## src/rtl/mem_port_arbiter.sv

```systemverilog
// Arbitrates one memory bus between instruction fetch and data ports, generating
// the pipeline stall signals and holding completed results until the pipeline advances.
module mem_port_arbiter #(
  parameter int ADDR_WIDTH = 32,
  parameter int DATA_WIDTH = 32,
  parameter int TIMEOUT    = 64
) (
  input  logic                    clk,
  input  logic                    rst_n,
  input  logic                    imem_req,
  input  logic [ADDR_WIDTH-1:0]   imem_addr,
  output logic [DATA_WIDTH-1:0]   imem_rdata,
  output logic                    imem_wait,
  input  logic                    dmem_req,
  input  logic                    dmem_we,
  input  logic [DATA_WIDTH/8-1:0] dmem_be,
  input  logic [ADDR_WIDTH-1:0]   dmem_addr,
  input  logic [DATA_WIDTH-1:0]   dmem_wdata,
  output logic [DATA_WIDTH-1:0]   dmem_rdata,
  output logic                    dmem_wait,
  output logic                    bus_req,
  output logic                    bus_we,
  output logic [DATA_WIDTH/8-1:0] bus_be,
  output logic [ADDR_WIDTH-1:0]   bus_addr,
  output logic [DATA_WIDTH-1:0]   bus_wdata,
  input  logic                    bus_ack,
  input  logic [DATA_WIDTH-1:0]   bus_rdata,
  output logic                    bus_error
);
  localparam int BE_W = DATA_WIDTH / 8;
  localparam int CW   = (TIMEOUT > 1) ? $clog2(TIMEOUT) : 1;
  localparam logic [CW-1:0] CNT_LAST = CW'((TIMEOUT > 0) ? TIMEOUT - 1 : 0);

  localparam logic [1:0] IDLE   = 2'd0;
  localparam logic [1:0] I_BUSY = 2'd1;
  localparam logic [1:0] D_BUSY = 2'd2;

  typedef struct packed {
    logic                  we;
    logic [BE_W-1:0]       be;
    logic [ADDR_WIDTH-1:0] addr;
    logic [DATA_WIDTH-1:0] wdata;
  } bus_cmd_t;

  logic [1:0]            state_q, state_d;
  bus_cmd_t              cmd_q, cmd_d;
  logic                  bus_req_q, bus_req_d;
  logic                  bus_error_q, bus_error_d;
  logic                  i_done_q, i_done_d, d_done_q, d_done_d;
  logic [DATA_WIDTH-1:0] i_hold_q, i_hold_d, d_hold_q, d_hold_d;
  logic [CW-1:0]         cnt_q, cnt_d;
  logic                  pend_i, pend_d, advance, tmo, d_own, start_i, start_d;

  assign pend_i    = imem_req & ~i_done_q;
  assign pend_d    = dmem_req & ~d_done_q;
  assign imem_wait = pend_i;
  assign dmem_wait = pend_d;
  assign advance   = ~pend_i & ~pend_d;
  assign d_own     = (state_q == D_BUSY);
  assign tmo       = (TIMEOUT != 0) && (cnt_q == CNT_LAST);

  assign imem_rdata = i_hold_q;
  assign dmem_rdata = d_hold_q;
  assign bus_req    = bus_req_q;
  assign bus_we     = cmd_q.we;
  assign bus_be     = cmd_q.be;
  assign bus_addr   = cmd_q.addr;
  assign bus_wdata  = cmd_q.wdata;
  assign bus_error  = bus_error_q;

  always_comb begin
    state_d     = state_q;
    cmd_d       = cmd_q;
    bus_req_d   = bus_req_q;
    bus_error_d = 1'b0;
    i_done_d    = i_done_q & ~advance;
    d_done_d    = d_done_q & ~advance;
    i_hold_d    = i_hold_q;
    d_hold_d    = d_hold_q;
    cnt_d       = cnt_q;
    start_i     = 1'b0;
    start_d     = 1'b0;
    case (state_q)
      IDLE: begin
        start_d = pend_d;
        start_i = pend_i & ~pend_d;
      end
      I_BUSY, D_BUSY: begin
        if (bus_ack || tmo) begin
          // A timeout completes the port with zero data; an ack may chain
          // straight into the other port's access.
          state_d     = IDLE;
          bus_req_d   = 1'b0;
          cnt_d       = '0;
          bus_error_d = ~bus_ack;
          if (d_own) begin
            d_hold_d = bus_ack ? bus_rdata : '0;
            if (dmem_req) d_done_d = 1'b1;
            start_i  = bus_ack & pend_i;
          end else begin
            i_hold_d = bus_ack ? bus_rdata : '0;
            if (imem_req) i_done_d = 1'b1;
            start_d  = bus_ack & pend_d;
          end
        end else begin
          cnt_d = cnt_q + CW'(1);
        end
      end
      default: begin
        state_d   = IDLE;
        bus_req_d = 1'b0;
      end
    endcase
    if (start_d) begin
      state_d     = D_BUSY;
      bus_req_d   = 1'b1;
      cmd_d.we    = dmem_we;
      cmd_d.be    = dmem_be;
      cmd_d.addr  = dmem_addr;
      cmd_d.wdata = dmem_wdata;
    end else if (start_i) begin
      state_d     = I_BUSY;
      bus_req_d   = 1'b1;
      cmd_d.we    = 1'b0;
      cmd_d.be    = '1;
      cmd_d.addr  = imem_addr;
      cmd_d.wdata = '0;
    end
  end

  always_ff @(posedge clk or negedge rst_n) begin
    if (!rst_n) begin
      state_q     <= IDLE;
      cmd_q       <= '0;
      bus_req_q   <= 1'b0;
      bus_error_q <= 1'b0;
      i_done_q    <= 1'b0;
      d_done_q    <= 1'b0;
      i_hold_q    <= '0;
      d_hold_q    <= '0;
      cnt_q       <= '0;
    end else begin
      state_q     <= state_d;
      cmd_q       <= cmd_d;
      bus_req_q   <= bus_req_d;
      bus_error_q <= bus_error_d;
      i_done_q    <= i_done_d;
      d_done_q    <= d_done_d;
      i_hold_q    <= i_hold_d;
      d_hold_q    <= d_hold_d;
      cnt_q       <= cnt_d;
    end
  end
endmodule
```

## config.mk

```make
export PLATFORM = sky130hd
export DESIGN_NAME = mem_port_arbiter
export DESIGN_NICKNAME = d
export VERILOG_FILES = /design/src/rtl/mem_port_arbiter.sv
export SDC_FILE = /design/constraint.sdc
export NUM_CORES = 1
export LEC_CHECK = 0
export CORE_MARGIN = 4
export CORE_UTILIZATION = 44
export CTS_CLUSTER_SIZE = 40
export DETAILED_ROUTE_END_ITERATION = 10
export PLACE_DENSITY = 0.95
export SLEW_MARGIN = 20
export SYNTH_ARGS = -nofsm -noshare
export SYNTH_HDL_FRONTEND = slang
export SYNTH_SLANG_ARGS = --single-unit
```

## constraint.sdc

```tcl
create_clock -name clk -period 2.8 [get_ports clk]
set_input_delay 0.28 -clock clk [delete_from_list [all_inputs] [get_ports clk]]
set_output_delay 0.28 -clock clk [all_outputs]
set_load 0.02 [all_outputs]
```

* Yosys cells after proc, flatten, opt, wreduce, memory -nomap -nowiden
Cells that the tools add are included.
Storage, ports and cells: flip-flop bits (word level) 145, word-level logic and storage cells 68
Cells by class: add/sub/neg operators 1, mux-type cells 28, equality and inequality tests 5, reductions and logical operators 7, bitwise logic cells 15
Operators with widths (number):
- 69-bit 2-to-1 mux | 2
- 32-bit 2-to-1 mux | 1
- 1-bit 2-to-1 mux | 17
- 1-bit AND | 8
- 1-bit inverter | 7
- 6-bit by 1-bit adder with 6-bit output, second input constant | 1
- 6-bit == test, second input constant | 1
- 2-bit 2-to-1 mux | 3
- 6-bit 2-to-1 mux | 1
- 1-bit case mux with 2 select lines | 3
- 3-bit AND reduction | 2
- 4-bit inequality test, second input constant | 1
- 2-bit case mux with 2 select lines | 1
- 3-bit inequality test, second input constant | 1
- 2-bit by 1-bit == test with 1-bit output, second input constant | 1
- 2-bit == test, second input constant | 1
- 2-bit zero test | 1
- 2-bit AND reduction | 1
- 2-bit nonzero test | 1
- 2-bit OR reduction | 1
- 1-bit logical OR | 1

* Depth between registers and ports, before layout
Gate-level depths: netlist of the first run.
depth in word-level cells 10, mapped depth 9, depth with buffers taken out 6

* Least setup slack after synthesis of the first run
OpenSTA, ideal clock, no wires.
path kind flip-flop to flip-flop, from reg state_q[0], to reg bus_req_q, in the netlist bus_req, slack 0.942 ns, buffers on the path 3, data arrival time 1.730 ns, stages on the path, launching flop included 10, data required time 2.672 ns, period minus slack after synthesis 1.858 ns, cell sequence dfrtp_1 inv_1 ha_1 and3_1 buf_6 a21o_1 buf_6 a21oi_4 buf_6 o21ai_0
On the way: word-level cells in the longest chain between the ends 6, elaborated cells on any way between the ends 16, those cells by class eq/ne (4); mux (9); reduce/logical (3)
Ends and longest elaborated chain:
- start, declared | RTL line 45 | logic [1:0] state_q, state_d;
- start signal, assigned | RTL line 143 | state_q <= state_d;
- 2-bit == test | RTL line 59, 83
- 1-bit 2-to-1 mux | RTL line 96 | if (d_own) begin
- 1-bit 2-to-1 mux | RTL line 89 | if (bus_ack || tmo) begin
- 1-bit case mux with 2 select lines | RTL line 83 | case (state_q)
- 4-bit inequality test (no source line), or another cell as far along
- 2-bit AND reduction (no source line) / 1-bit 2-to-1 mux (equally long branches)
- end signal, assigned | RTL line 145 | bus_req_q <= bus_req_d;
- end, declared | RTL line 47 | logic bus_req_q, bus_req_d;
Parallel ways exist; a longest one is shown, timed or not. A chain may end at the register's enable or synchronous reset.

* Worst setup path after layout of the first run
from reg state_q[1], to reg cmd_q, in the netlist bus_addr[3]
On the way: word-level cells in the longest chain between the ends 5, elaborated cells on any way between the ends 12, those cells by class eq/ne (2); mux (7); reduce/logical (3)
Ends and longest elaborated chain:
- 2-bit == test | RTL line 59, 83
- 1-bit 2-to-1 mux | RTL line 96
- 1-bit 2-to-1 mux | RTL line 89
- 1-bit case mux with 2 select lines | RTL line 83
- 69-bit 2-to-1 mux / 2-bit nonzero test (equally long branches)
- end signal, assigned | RTL line 144 | cmd_q <= cmd_d;
- end, declared | RTL line 46 | bus_cmd_t cmd_q, cmd_d;
Parallel ways exist; a longest one is shown, timed or not.

==> results of run 1 <==
==> layout make-up <==
| type | instances | share of cell area (%) |
|---|---|---|
| inverter | 8 | 0.326 |
| sequential | 145 | 39.4 |
| multi-input combinational | 281 | 20.7 |
| clock inverter | 5 | 0.571 |
| clock buffer | 27 | 5.36 |
| tap | 172 | 2.34 |
| timing repair buffer | 289 | 31.3 |
==> through the flow <==
stage,setup slack (ns),std cells,area [um2],power [mW]
5_1_grt,0.198,927,9210,12.4
3_3_place_gp,0.585,894,8650,9.40
3_5_place_dp,0.474,894,8650,9.64
2_1_floorplan,0.942,477,5820,6.94
6_report,0.381,927,9210,11.7
4_1_cts,0.441,927,9210,11.8
==> synthesized netlist by cell type (2+ instances only) <==
cell type,count,area [um2]
dfrtp_1,145,3630
a22o_1,97,850
o21ai_0,38,190
nor2_1,36,135
a21oi_1,33,165
a31oi_1,32,200
clkbuf_1,15,56.3
buf_2,14,70.1
buf_6,10,113
inv_1,8,30.0
buf_4,4,30.0
ha_1,4,50.1
nand2b_1,4,25.0
nand3_1,4,20.0
o22a_1,4,35.0
o22ai_1,4,25.0
and3_1,3,18.8
nor2b_1,3,18.8
a32o_1,2,20.0
nand2_1,2,7.51
==> per-layer routing <==
| layer | vias to the layer above | routed length (um) | track usage, % | share of wire, % |
|---|---|---|---|---|
| met2 | 319 | 9510 | 42.0 | 50 |
| met4 | 0 | 588 | 11.9 | 3.1 |
| met1 | 2608 | 7100 | 29.1 | 37 |
| li1 | 2316 | - | - | - |
| met3 | 49 | 1990 | 9.79 | 10 |
| met5 | - | 0 | 0 | 0 |
==> worst paths after layout <==
kind | startpoint | endpoint | slack (ns) | cells after the start
min reg2reg | dmem_rdata[20] | dmem_rdata[20] | 0.50 | 1
min in group clk | dmem_addr[29] | bus_addr[29] | 0.45 | 3
max | state_q[1] | bus_addr[3] | 0.38 | 7
min | rst_n | bus_wdata[5] | 0.29 | 2
max reg2reg | state_q[1] | bus_addr[3] | 0.38 | 7
max in group asynchronous | rst_n | bus_addr[3] | 1.75 | 3
==> critical path, stage by stage (launching register included) <==
cell and delay [ns]:
dfrtp_1 0.40, inv_1 0.06, ha_1 0.49, and3b_1 0.31, o21a_4 0.16, buf_4 0.56, a31oi_1 0.12, a21oi_1 0.19
==> power by group through the flow <==
stage / clock network (mW) / registers [mW] / logic [mW]
6_report: 2.10 / 3.67 / 5.99
5_1_grt: 2.24 / 3.77 / 6.38
4_1_cts: 2.13 / 3.66 / 6.02
3_5_place_dp: 0 / 3.65 / 5.99
3_3_place_gp: 0 / 3.62 / 5.78
2_1_floorplan: 0 / 4.68 / 2.26
==> sequential cells by signal (all words and copies together), names as in the netlist <==
signal      cells
bus_addr       32
bus_wdata      32
dmem_rdata     32
imem_rdata     32
cnt_q           6
bus_be          4
state_q         2
bus_error       1
bus_req         1
bus_we          1
d_done_q        1
i_done_q        1
==> cell families after synthesis <==
group	after synthesis	synth area share (%)
XOR/XNOR	2	0.301
buffers and inverters	51	5.14
AND/OR/NAND/NOR	58	4.64
flip-flops	145	62.3
adder cells (fa/ha/maj)	4	0.860
AO/OA/AOI/OAI	217	26.8
==> what timing repair did <==
| action | CTS | global route |
|---|---|---|
| hold buffers | 1 | 0 |
| endpoints found under the hold margin | 22 | 0 |
| resized for setup | 0 | 0 |
==> flow_metrics.py, run 1 <==
metrics = {
    "run_status": {
        "outcome": "complete, no violations",
    },
    "finish": {
        "drive_gt1_share_pct": 6.09,
        "post-route-util_pct": 72.1,
        "mostFrequentLayoutCells": "clkdlybuf4s50_1, dfrtp_1, a22o_1",
        "nNetsFinal": 884,
        "antennaDiodeCount": 0,
        "regArea_mm2": 0.00363,
        "areaGrowthSynthToFinish_pct": 58.1,
        "layout_commonest_cell": "clkdlybuf4s50_1",
        "multi_input_area_mm2": 0.00190,
        "fillers": 824,
    },
    "pwr": {
        "peakVddDrop_uv": 649,
        "p_int_mw": 7.17,
        "power_density_mw_per_mm2": 1280,
        "p_clk_share_pct": 17.8,
        "switching_power_mw": 4.58,
        "leakage_nw": 3.99,
        "sw_frac_of_total_pct": 39.0,
        "power_frac_comb_pct": 50.9,
        "pwr-share-seq_pct": 31.2,
    },
    "yosys": {
        "ys_types": 35,
        "synth_edf_count": 0,
        "ys_async_sr_fraction_pct": 100,
        "synthFlopType": "dfrtp_1",
        "syn_inst": 477,
        "ys_warn_count": 0,
        "synth_nets": 619,
        "syn_avg_cell_area_um2": 12.2,
        "ys_seq_area_share_pct": 62.3,
        "synth.cell_area_mm2": 0.00582,
        "ys_ff_latch": 145,
    },
    "critical_path": {
        "critPathMaxFanout": 66,
        "critPathLaunchType": "flop",
        "required_ns": 3.12,
        "end_kind": "flop",
        "worst-setup-path-type": "flop to flop",
        "cp.arrival_ns": 2.74,
    },
    "timing": {
        "worst_pin_slew_ns": 0.718,
        "finClkSkew_ns": 0.00860,
        "period_needed_ns": 2.42,
        "grt_setup_unrepaired": "false",
        "finalCritPeriodShare_pct": 86.4,
        "tns_ns": 0,
        "timing.fmax_mhz": 413,
        "holdWs_ns": 0.288,
        "max-slew-margin-rel_pct": 52.1,
        "slew_viol_final": 0,
        "finalSetupViolations": 0,
        "finalHoldViolations": 0,
    },
    "clock_tree": {
        "root_buffer": "clkbuf_16",
        "cts_setup_buffers": 0,
        "clockBufferDepth": 2,
        "clk_pin_slew_worst_paths_ns": 0.06,
        "cts_made_buffers": 17,
        "insertion_delay_ns": 0.41,
        "cts_max_level": 4,
        "cts_sinks": 145,
        "cts_tree": "built",
    },
    "job": {
        "maxCapViolations": 0,
    },
    "placement": {
        "port_buffers": 274,
        "globalplace.congestion": 0.819,
        "place_hpwl_um": 13400,
    },
    "die": {
        "core_area_mm2": 0.0128,
        "die_area_mm2": 0.0151,
        "io_pins": 275,
        "die_w_um": 123,
        "rows": 41,
        "start_util_pct": 45.6,
        "die_y_um": 123,
    },
    "drt": {
        "drc": 0,
        "drt_pre_antenna_iters": 5,
        "viasPerCell": 5.71,
        "wl_per_cell_um": 20.7,
        "routed_wirelength_um": 19200,
        "num_vias": 5292,
        "drtIter0Drc": 470,
        "ant_nets": 0,
    },
    "global_routing": {
        "antenna_found_initial": 0,
        "grt_pass1_wl_um": 29600,
        "grt_pass1_vias": 5712,
        "track_usage_pct": 25.4,
        "grt_max_degree": 84,
        "grt-ovfl-total": 0,
    },
    "worst_hold_path": {
        "worstHoldPathType": "primary input to asynchronous set/reset pin",
    },
}
Power figures use the tool's default switching activity.
==> run 2, diff against run 1 <==
Settings changed: CTS_CLUSTER_DIAMETER set to 200.
==> results of run 2 <==
Final layout, timing and power as in run 1 (identical DEF).
